## src/rtl/wb_master_pkg.sv

```systemverilog
// Shared types for the Wishbone single-transfer initiator.
// Request/response bundles and the FSM state encoding.
package wb_master_pkg;

  localparam int WBM_ADDR_W = 32;
  localparam int WBM_DATA_W = 32;
  localparam int WBM_SEL_W  = WBM_DATA_W / 8;

  typedef enum logic [1:0] {
    IDLE = 2'd0,
    BUS  = 2'd1,
    RESP = 2'd2
  } wbm_state_e;

  typedef struct packed {
    logic                  we;
    logic [WBM_ADDR_W-1:0] adr;
    logic [WBM_DATA_W-1:0] dat;
    logic [WBM_SEL_W-1:0]  sel;
  } wbm_req_t;

  typedef struct packed {
    logic [WBM_DATA_W-1:0] dat;
    logic                  err;
    logic                  timeout;
  } wbm_rsp_t;

  // A disabled timeout still needs a 1-bit counter to keep widths legal.
  function automatic int cnt_width(input int t);
    return (t > 0) ? $clog2(t + 1) : 1;
  endfunction

endpackage

```

## src/rtl/wb_req_master.sv

```systemverilog
// Wishbone classic initiator: one request in, one bus cycle out,
// one response back, with a bounded wait for ack/err.
module wb_req_master
  import wb_master_pkg::*;
#(
  parameter int ADDR_W         = WBM_ADDR_W,
  parameter int DATA_W         = WBM_DATA_W,
  parameter int TIMEOUT_CYCLES = 256
) (
  input  logic                wb_clk_i,
  input  logic                wb_rst_i,
  input  logic                req_valid_i,
  output logic                req_ready_o,
  input  logic                req_we_i,
  input  logic [ADDR_W-1:0]   req_adr_i,
  input  logic [DATA_W-1:0]   req_dat_i,
  input  logic [DATA_W/8-1:0] req_sel_i,
  output logic                rsp_valid_o,
  input  logic                rsp_ready_i,
  output logic [DATA_W-1:0]   rsp_dat_o,
  output logic                rsp_err_o,
  output logic                rsp_timeout_o,
  output logic                wb_cyc_o,
  output logic                wb_stb_o,
  output logic                wb_we_o,
  output logic [ADDR_W-1:0]   wb_adr_o,
  output logic [DATA_W-1:0]   wb_dat_o,
  output logic [DATA_W/8-1:0] wb_sel_o,
  input  logic [DATA_W-1:0]   wb_dat_i,
  input  logic                wb_ack_i,
  input  logic                wb_err_i,
  output logic                busy_o
);

  localparam int CNT_W = cnt_width(TIMEOUT_CYCLES);
  localparam logic [CNT_W-1:0] CNT_LAST =
    CNT_W'((TIMEOUT_CYCLES > 0) ? TIMEOUT_CYCLES - 1 : 0);

  wbm_state_e       r_state;
  wbm_state_e       w_next;
  wbm_req_t         r_req;
  wbm_rsp_t         r_rsp;
  wbm_rsp_t         w_rsp_nxt;
  logic [CNT_W-1:0] r_cnt;
  logic             w_load;
  logic             w_rsp_set;
  logic             w_rsp_clr;
  logic             w_tmo;

  assign w_tmo = (TIMEOUT_CYCLES != 0) && (r_cnt == CNT_LAST);

  always_ff @(posedge wb_clk_i or posedge wb_rst_i) begin
    if (wb_rst_i) r_state <= IDLE;
    else          r_state <= w_next;
  end

  always_comb begin
    w_next    = r_state;
    w_load    = 1'b0;
    w_rsp_set = 1'b0;
    w_rsp_clr = 1'b0;
    w_rsp_nxt = '0;
    unique case (r_state)
      IDLE: begin
        if (req_valid_i) begin
          w_load = 1'b1;
          w_next = BUS;
        end
      end
      BUS: begin
        // err outranks ack; a late ack still beats the timeout
        if (wb_err_i) begin
          w_rsp_set     = 1'b1;
          w_rsp_nxt.err = 1'b1;
          w_next        = RESP;
        end else if (wb_ack_i) begin
          w_rsp_set     = 1'b1;
          w_rsp_nxt.dat = r_req.we ? '0 : wb_dat_i;
          w_next        = RESP;
        end else if (w_tmo) begin
          w_rsp_set         = 1'b1;
          w_rsp_nxt.timeout = 1'b1;
          w_next            = RESP;
        end
      end
      RESP: begin
        if (rsp_ready_i) begin
          w_rsp_clr = 1'b1;
          w_next    = IDLE;
        end
      end
      default: w_next = IDLE;
    endcase
  end

  always_ff @(posedge wb_clk_i or posedge wb_rst_i) begin
    if (wb_rst_i) begin
      r_req <= '0;
    end else if (w_load) begin
      r_req.we  <= req_we_i;
      r_req.adr <= req_adr_i;
      r_req.dat <= req_dat_i;
      r_req.sel <= req_sel_i;
    end
  end

  always_ff @(posedge wb_clk_i or posedge wb_rst_i) begin
    if (wb_rst_i) begin
      r_cnt <= '0;
    end else if (w_load) begin
      r_cnt <= '0;
    end else if (r_state == BUS) begin
      if (r_cnt != {CNT_W{1'b1}}) r_cnt <= r_cnt + 1'b1;
    end
  end

  always_ff @(posedge wb_clk_i or posedge wb_rst_i) begin
    if (wb_rst_i) begin
      r_rsp <= '0;
    end else if (w_rsp_set) begin
      r_rsp <= w_rsp_nxt;
    end else if (w_rsp_clr) begin
      r_rsp.err     <= 1'b0;
      r_rsp.timeout <= 1'b0;
    end
  end

  assign req_ready_o   = (r_state == IDLE);
  assign wb_cyc_o      = (r_state == BUS);
  assign wb_stb_o      = (r_state == BUS);
  assign rsp_valid_o   = (r_state == RESP);
  assign busy_o        = (r_state != IDLE);
  assign wb_we_o       = r_req.we;
  assign wb_adr_o      = r_req.adr;
  assign wb_dat_o      = r_req.dat;
  assign wb_sel_o      = r_req.sel;
  assign rsp_dat_o     = r_rsp.dat;
  assign rsp_err_o     = r_rsp.err;
  assign rsp_timeout_o = r_rsp.timeout;

endmodule

```

## config.mk

```make
export PLATFORM = sky130hd
export DESIGN_NAME = wb_req_master
export DESIGN_NICKNAME = d
export VERILOG_FILES = /design/src/rtl/wb_master_pkg.sv /design/src/rtl/wb_req_master.sv
export SDC_FILE = /design/constraint.sdc
export NUM_CORES = 1
export LEC_CHECK = 0
export CORE_MARGIN = 4
export CORE_UTILIZATION = 60
export CTS_CLUSTER_DIAMETER = 200
export CTS_CLUSTER_SIZE = 12
export DETAILED_ROUTE_END_ITERATION = 10
export DONT_BUFFER_PORTS = 1
export HOLD_SLACK_MARGIN = 0.12
export PLACE_DENSITY = 0.84
export SYNTH_ARGS = -nofsm -noshare
export SYNTH_HDL_FRONTEND = slang
export SYNTH_SLANG_ARGS = --single-unit
```

## constraint.sdc

```tcl
create_clock -name wb_clk_i -period 10.8 [get_ports wb_clk_i]
set_clock_uncertainty 0.2 [all_clocks]
set_input_delay 1.08 -clock wb_clk_i [delete_from_list [all_inputs] [get_ports wb_clk_i]]
set_output_delay 1.08 -clock wb_clk_i [all_outputs]
set_load 0.02 [all_outputs]
```

==> flow_summary.ini, run 1 <==
[status]
status = complete, no violations

[placed_design]
place.port_buffers = 0
dp_slack_ns = 8.23
dp_hpwl_um = 7470
gp_congestion = 0.800

[timing]
finalSetupViolations = 0
tightest_slew_ns = 0.735
fin_ws_ns = 7.85
clock.fmax_ghz = 0.338
min_period_over_period = 0.274
final-hold-violation-count = 0
rsz0062_at_grt = no
fin_setup_tns_ns = 0
slew-limit-headroom = 0.510
slew_viol_final = 0
layout_min_cycle_time_ns = 2.95

[yosys]
synth_edf_count = 0
synthArstFlopShare = 1.00
syn_nets = 623
synth.distinct_cells = 33
synth_top_flop_cell = dfrtp_1
yosys-top-cells-area = dfrtp_1 (62%), nand2_1 (20%), o21ai_0 (7.5%)
ys.warnings.count = 0
synth-seq-cells = 114
netlist_top_cells_count = nand2_1 (244), dfrtp_1 (114), o21ai_0 (69)
synthCells = 513
syn_area_per_cell_um2 = 8.94
synth.most_common_cell = nand2_1
synth_area_leader_cell = dfrtp_1
synth.yosys.seq_area_share = 0.622
synthesis.area_mm2 = 0.00459
synth_top_area_frac = 0.622

[floorplanning]
initial_core_util = 0.626
die_height_um = 95.4
io_pins = 215
fp.dieW_um = 95.4
placeableCoreArea_mm2 = 0.00733
die_area_mm2 = 0.00911
rows = 31

[setup_path]
crit_type = register to primary output
cp.arrival_ns = 1.67
cp-startpoint = r_state[1]
reg2reg_from = r_cnt[0]
required_ns = 9.52
cp-start-kind = register
r2r_slack_ns = 8.27
worstSetupEndpointType = primary output
critPathMaxFanout = 12

[pwr]
power_leakage_uw = 0.00263
ir_drop_mv = 0.207
power_uw = 1860
power_density_mw_per_mm2 = 352

[run]
cap_viol_max_count = 0

[clock_network]
cts.path.max_buffers = 2
post-cts-setup-buffers = 0
cts_root_buf = clkbuf_8
holdBufCountCts = 0
clkLatencyLatePin_ns = 0.49
clk_pin_slew_ns = 0.06
numCtsBuffers = 17
post_cts_resize_count = 0
htreeDepth = 4
cts_tree = done
cts.sinks = 114

[global_routing]
antenna_found_initial = 0
grt_pass1_vias = 3456
grtUsageTotal = 0.245
grt_overflow = 0
grt_pass1_wl_um = 17000
grt_max_degree = 76

[cells_and_area]
num-fill-cells = 502
multi_input_area_mm2 = 0.00159
final-seq-area_mm2 = 0.00285
final_layout_size_suffix_gt1_frac = 0.0849
antenna_cells = 0
area_growth_pct = 15.4
fin_nets = 615

[detailed_routing]
drc = 0
wl_per_cell_um = 17.6
viasPerCell = 5.67
postRouteAntennaNets = 0
drt_iter0_markers = 209
first_pass_iters = 7
finalWirelength_um = 10800
num_vias = 3499

[hold_path]
min_from = r_cnt[7]
hold_path_class = register to register
[metrics by stage]
stage / utilization / instances / area [µm²] / hold WS, ns
final: 0.722 / 617 / 5290 / 0.293
after floorplan: - / 513 / 4590 / 0.249
after detailed placement: 0.633 / 585 / 4640 / 0.288
after global placement: 0.633 / 585 / 4640 / 0.276
after CTS: 0.722 / 617 / 5290 / 0.296
after global routing: 0.722 / 617 / 5290 / 0.313
[layout make-up]
cell class / count / share of cell area
multi-input cells: 359 / 0.300
clock buffers: 18 / 0.0809
repair buffers: 6 / 0.00851
clock inverters: 14 / 0.0426
inverters: 7 / 0.00544
flip-flops and latches: 114 / 0.539
well taps: 99 / 0.0234
[kinds of logic (layout without fill, tap and decap cells)]
| kind of cell | after synthesis | in the layout | synth area share |
|---|---|---|---|
| buf+inv | 40 | 45 | 0.0352 |
| compound gates | 80 | 80 | 0.0911 |
| fa+ha+maj | 3 | 3 | 0.00818 |
| mux | 2 | 2 | 0.00436 |
| xor+xnor | 1 | 1 | 0.00191 |
| simple gates | 273 | 273 | 0.238 |
| flops | 114 | 114 | 0.622 |
[sequential cells by signal (all words and copies together) (netlist names)]
signal         flops
rsp_err_o          1
r_state            2
r_cnt              9
wb_sel_o           4
wb_adr_o          32
rsp_timeout_o      1
wb_we_o            1
rsp_dat_o         32
wb_dat_o          32
[path summary, 6_finish.rpt]
kind,endpoint,depth (start not counted)
max in group asynchronous,wb_dat_o[10],2
worst min-delay path,r_cnt[7],1
min in group asynchronous,wb_adr_o[18],1
worst max register to register,r_cnt[6],7
worst max-delay path,busy_o,2
worst min register to register,r_cnt[7],1
[per-layer routing]
metal / track usage / vias to the layer above / wire length (µm)
li1: - / 1615 / -
met1: 0.291 / 1681 / 3990
met2: 0.398 / 188 / 5510
met3: 0.101 / 15 / 1180
met4: 0.0936 / 0 / 156
met5: 0 / - / 0
[layout by cell type, fill, tap and decap left out, drive strengths merged, types with 2 or more instances in the layout]
master	Yosys	routed
bufinv	0	5
clkinvlp	0	3
clkbuf	25	18
dfrtp	114	114
nor2	7	7
buf	8	6
ha	3	3
nand2	244	244
inv	7	10
nand2b	2	2
nor3b	3	3
o21ai	69	69
nor3	3	3
nand3	3	3
or3	2	2
mux2i	2	2
clkinv	0	3
a21oi	5	5
or3b	2	2
[power by group]
part	total (µW)	internal, µW	switching [µW]	leakage, µW
Clock	605	407	197	0.000309
Sequential	948	599	350	0.00146
Combinational	308	97.5	210	0.000859
Total	1860	1100	757	0.00263
[worst max-delay path, cell delays in order, from the launching register on]
cell and delay (ns):
dfrtp_1 0.51, nor2_1 0.45, inv_1 0.22
(Power assumes the default switching activity.)
==> run 2, diff against run 1 <==
==> constraint.sdc (replaced) <==
create_clock -name wb_clk_i -period 2.9 [get_ports wb_clk_i]
set_clock_uncertainty 0.2 [all_clocks]
set_input_delay 0.29 -clock wb_clk_i [delete_from_list [all_inputs] [get_ports wb_clk_i]]
set_output_delay 0.29 -clock wb_clk_i [all_outputs]
set_load 0.02 [all_outputs]
==> flow_summary.ini, run 2 <==
[clock_network]
post-cts-setup-buffers = 0
cts.path.max_buffers = 2
cts.sinks = 114
numCtsBuffers = 17
htreeDepth = 4
cts_root_buf = clkbuf_8
holdBufCountCts = 126
post_cts_resize_count = 0

[yosys]
synthAdderAreaFrac = 0.00818
ys.warnings.count = 0
synthCells = 513
synth_top_area_frac = 0.622
syn_area_per_cell_um2 = 8.94
yosys-top-cells-area = dfrtp_1 (62%), nand2_1 (20%), o21ai_0 (7.5%)
synth_area_leader_cell = dfrtp_1
synth.yosys.seq_area_share = 0.622
synthArstFlopShare = 1.00
synth.distinct_cells = 33
synth.most_common_cell = nand2_1
syn_nets = 623
netlist_top_cells_count = nand2_1 (244), dfrtp_1 (114), o21ai_0 (69)
synth_top_family_by_area = simple AND/OR/NAND/NOR gates
synth-xor-area-share = 0.00191
muxShareOfSynthArea = 0.00436
synth-simple-area-share = 0.238
synth_edf_count = 0
synth_top_flop_cell = dfrtp_1
synthesis.area_mm2 = 0.00459
synth-seq-cells = 114
synth_compound_area_frac = 0.0911

[status]
error_message = [ERROR RSZ-0060] Max buffer count reached.
stop_stage = clock tree synthesis (4_1_cts)
status = stopped before the end

[placed_design]
gp_congestion = 0.857
dp_slack_ns = 0.472
place.port_buffers = 0
dp_hpwl_um = 7550
place_inst = 588

[floorplanning]
initial_core_util = 0.626
rows = 31
io_pins = 215
fp.dieW_um = 95.4
die_height_um = 95.4
run 2: cell counts after synthesis:
No cell type changed its count.
run 2: cells by family after synthesis:
| kind of cell | Yosys count |
|---|---|
| simple gates | 273 |
| buf+inv | 40 |
| flops | 114 |
| xor+xnor | 1 |
| compound gates | 80 |
| mux | 2 |
| fa+ha+maj | 3 |
run 2: through the flow:
stage / util / hold WS, ns / cell area [µm²]
3_5_place_dp: 0.640 / 0.182 / 4690
3_3_place_gp: 0.640 / 0.181 / 4690
2_1_floorplan: - / 0.195 / 4590
==> run 3, diff against run 2 <==
--- a/config.mk
+++ b/config.mk
@@ -6,13 +6,10 @@
 export NUM_CORES = 1
 export LEC_CHECK = 0
 export CORE_MARGIN = 4
-export CORE_UTILIZATION = 60
-export CTS_CLUSTER_DIAMETER = 200
-export CTS_CLUSTER_SIZE = 12
+export CORE_UTILIZATION = 40
 export DETAILED_ROUTE_END_ITERATION = 10
 export DONT_BUFFER_PORTS = 1
-export HOLD_SLACK_MARGIN = 0.12
-export PLACE_DENSITY = 0.84
+export PLACE_DENSITY_LB_ADDON = 0.15
 export SYNTH_ARGS = -nofsm -noshare
 export SYNTH_HDL_FRONTEND = slang
 export SYNTH_SLANG_ARGS = --single-unit
==> flow_summary.ini, run 3 (synthesis results as in run 1) <==
[floorplanning]
fp.dieW_um = 115
rows = 38
die_area_mm2 = 0.0132
initial_core_util = 0.416
placeableCoreArea_mm2 = 0.0110
io_pins = 215
die_height_um = 115

[timing]
whs_ns = 0.0517
tightest_slew_ns = 0.719
fin_ws_ns = 0.503
slew_viol_final = 0
clock.fmax_ghz = 0.417
fin_setup_tns_ns = 0
slew-limit-headroom = 0.520
min_period_over_period = 0.827
finalSetupViolations = 0
final-hold-violation-count = 0
layout_min_cycle_time_ns = 2.40
rsz0062_at_grt = no

[detailed_routing]
finalWirelength_um = 12400
wl_per_cell_um = 16.3
postRouteAntennaNets = 0
drc = 0
first_pass_iters = 4
num_vias = 3896
viasPerCell = 5.10
drt_iter0_markers = 264

[clock_network]
cts.path.max_buffers = 2
cts_tree = done
cts_root_buf = clkbuf_16
post-cts-setup-buffers = 0
numCtsBuffers = 17
clkLatencyLatePin_ns = 0.40
cts.sinks = 114
clk_pin_slew_ns = 0.05
htreeDepth = 4

[setup_path]
cp.arrival_ns = 2.52
required_ns = 3.02
r2r_cells = 7
r2r-end = r_cnt[6]
cp-start-kind = register
reg2reg_from = r_cnt[0]
crit_type = register to register
critPathMaxFanout = 7
r2r_slack_ns = 0.50
worstSetupEndpointType = register

[hold_path]
holdPathEnd = wb_sel_o[0]
hold_path_class = input port to register
worstHoldPathCells = 3
min_from = req_valid_i

[cells_and_area]
fin_nets = 721
antenna_cells = 0
num-fill-cells = 922
area_growth_pct = 39.2
final_layout_size_suffix_gt1_frac = 0.0657
finalNonFillerCells = 764
final_common_cell = nand2_1
final_cell_mix = nand2_1 (244), dfrtp_1 (114), dlygate4sd3_1 (106)

[global_routing]
grt_max_degree = 115
grt_overflow = 0
grt_pass1_vias = 3921
antenna_found_initial = 0
grt_pass1_wl_um = 20000
grtUsageTotal = 0.194

[status]
status = complete, no violations

[placed_design]
place.port_buffers = 0
dp_slack_ns = 0.527
gp_congestion = 0.755
dp_hpwl_um = 7720
place_inst = 626

[run]
cap_viol_max_count = 0

[pwr]
power_density_mw_per_mm2 = 1090
ir_drop_mv = 0.489
power_uw = 6960
power_leakage_uw = 0.00307
-- run 3: area by class of cell --
class	instances	area, µm²	area share
flip-flops and latches	114	2850	0.447
multi-input cells	359	1590	0.249
repair buffers	112	1130	0.177
clock buffers	23	478	0.0749
well taps	140	175	0.0274
clock inverters	9	129	0.0202
inverters	7	30.0	0.00470
-- run 3: through the flow --
| step | area (µm²) | utilization |
|---|---|---|
| global route | 6380 | 0.579 |
| detailed placement | 4720 | 0.428 |
| CTS | 6380 | 0.579 |
| finish | 6380 | 0.579 |
| floorplan | 4590 | - |
| global placement | 4720 | 0.428 |
-- run 3: report_power, final --
group | total [µW] | internal [µW] | switching (µW)
registers | 3540 | 2230 | 1310
clock network | 2120 | 1410 | 702
logic | 1300 | 476 | 826
-- run 3: critical path, cell delays in order (launching register included) --
cell     delay [ns]
dfrtp_1        0.40
ha_1           0.24
nand3_1        0.08
nor2_1         0.05
ha_1           0.22
or3b_1         0.46
or4_1          0.52
a21oi_1        0.15
-- run 3: worst max-delay path by stage --
stage             start        to  slack [ns]  depth (start not counted)
2_1_floorplan  r_cnt[0]  r_cnt[6]        0.60                          8
3_3_place_gp   r_cnt[0]  r_cnt[6]        0.58                          7
3_5_place_dp   r_cnt[0]  r_cnt[6]        0.53                          7
4_1_cts        r_cnt[0]  r_cnt[6]        0.50                          7
5_1_grt        r_cnt[0]  r_cnt[6]        0.39                          7
6_report       r_cnt[0]  r_cnt[6]        0.50                          7
-- run 3: routing by layer --
metal,global-route usage,share of wire,up-vias
met1,0.227,0.39,1866
met4,0.0822,0.021,0
met2,0.321,0.50,181
li1,-,-,1828
met3,0.0732,0.093,21
met5,0,0,-
-- run 3: timing repair --
action / in CTS / in global routing
hold buffers: 106 / 0
gates resized for setup: 0 / 0
hold endpoints to repair: 218 / 0
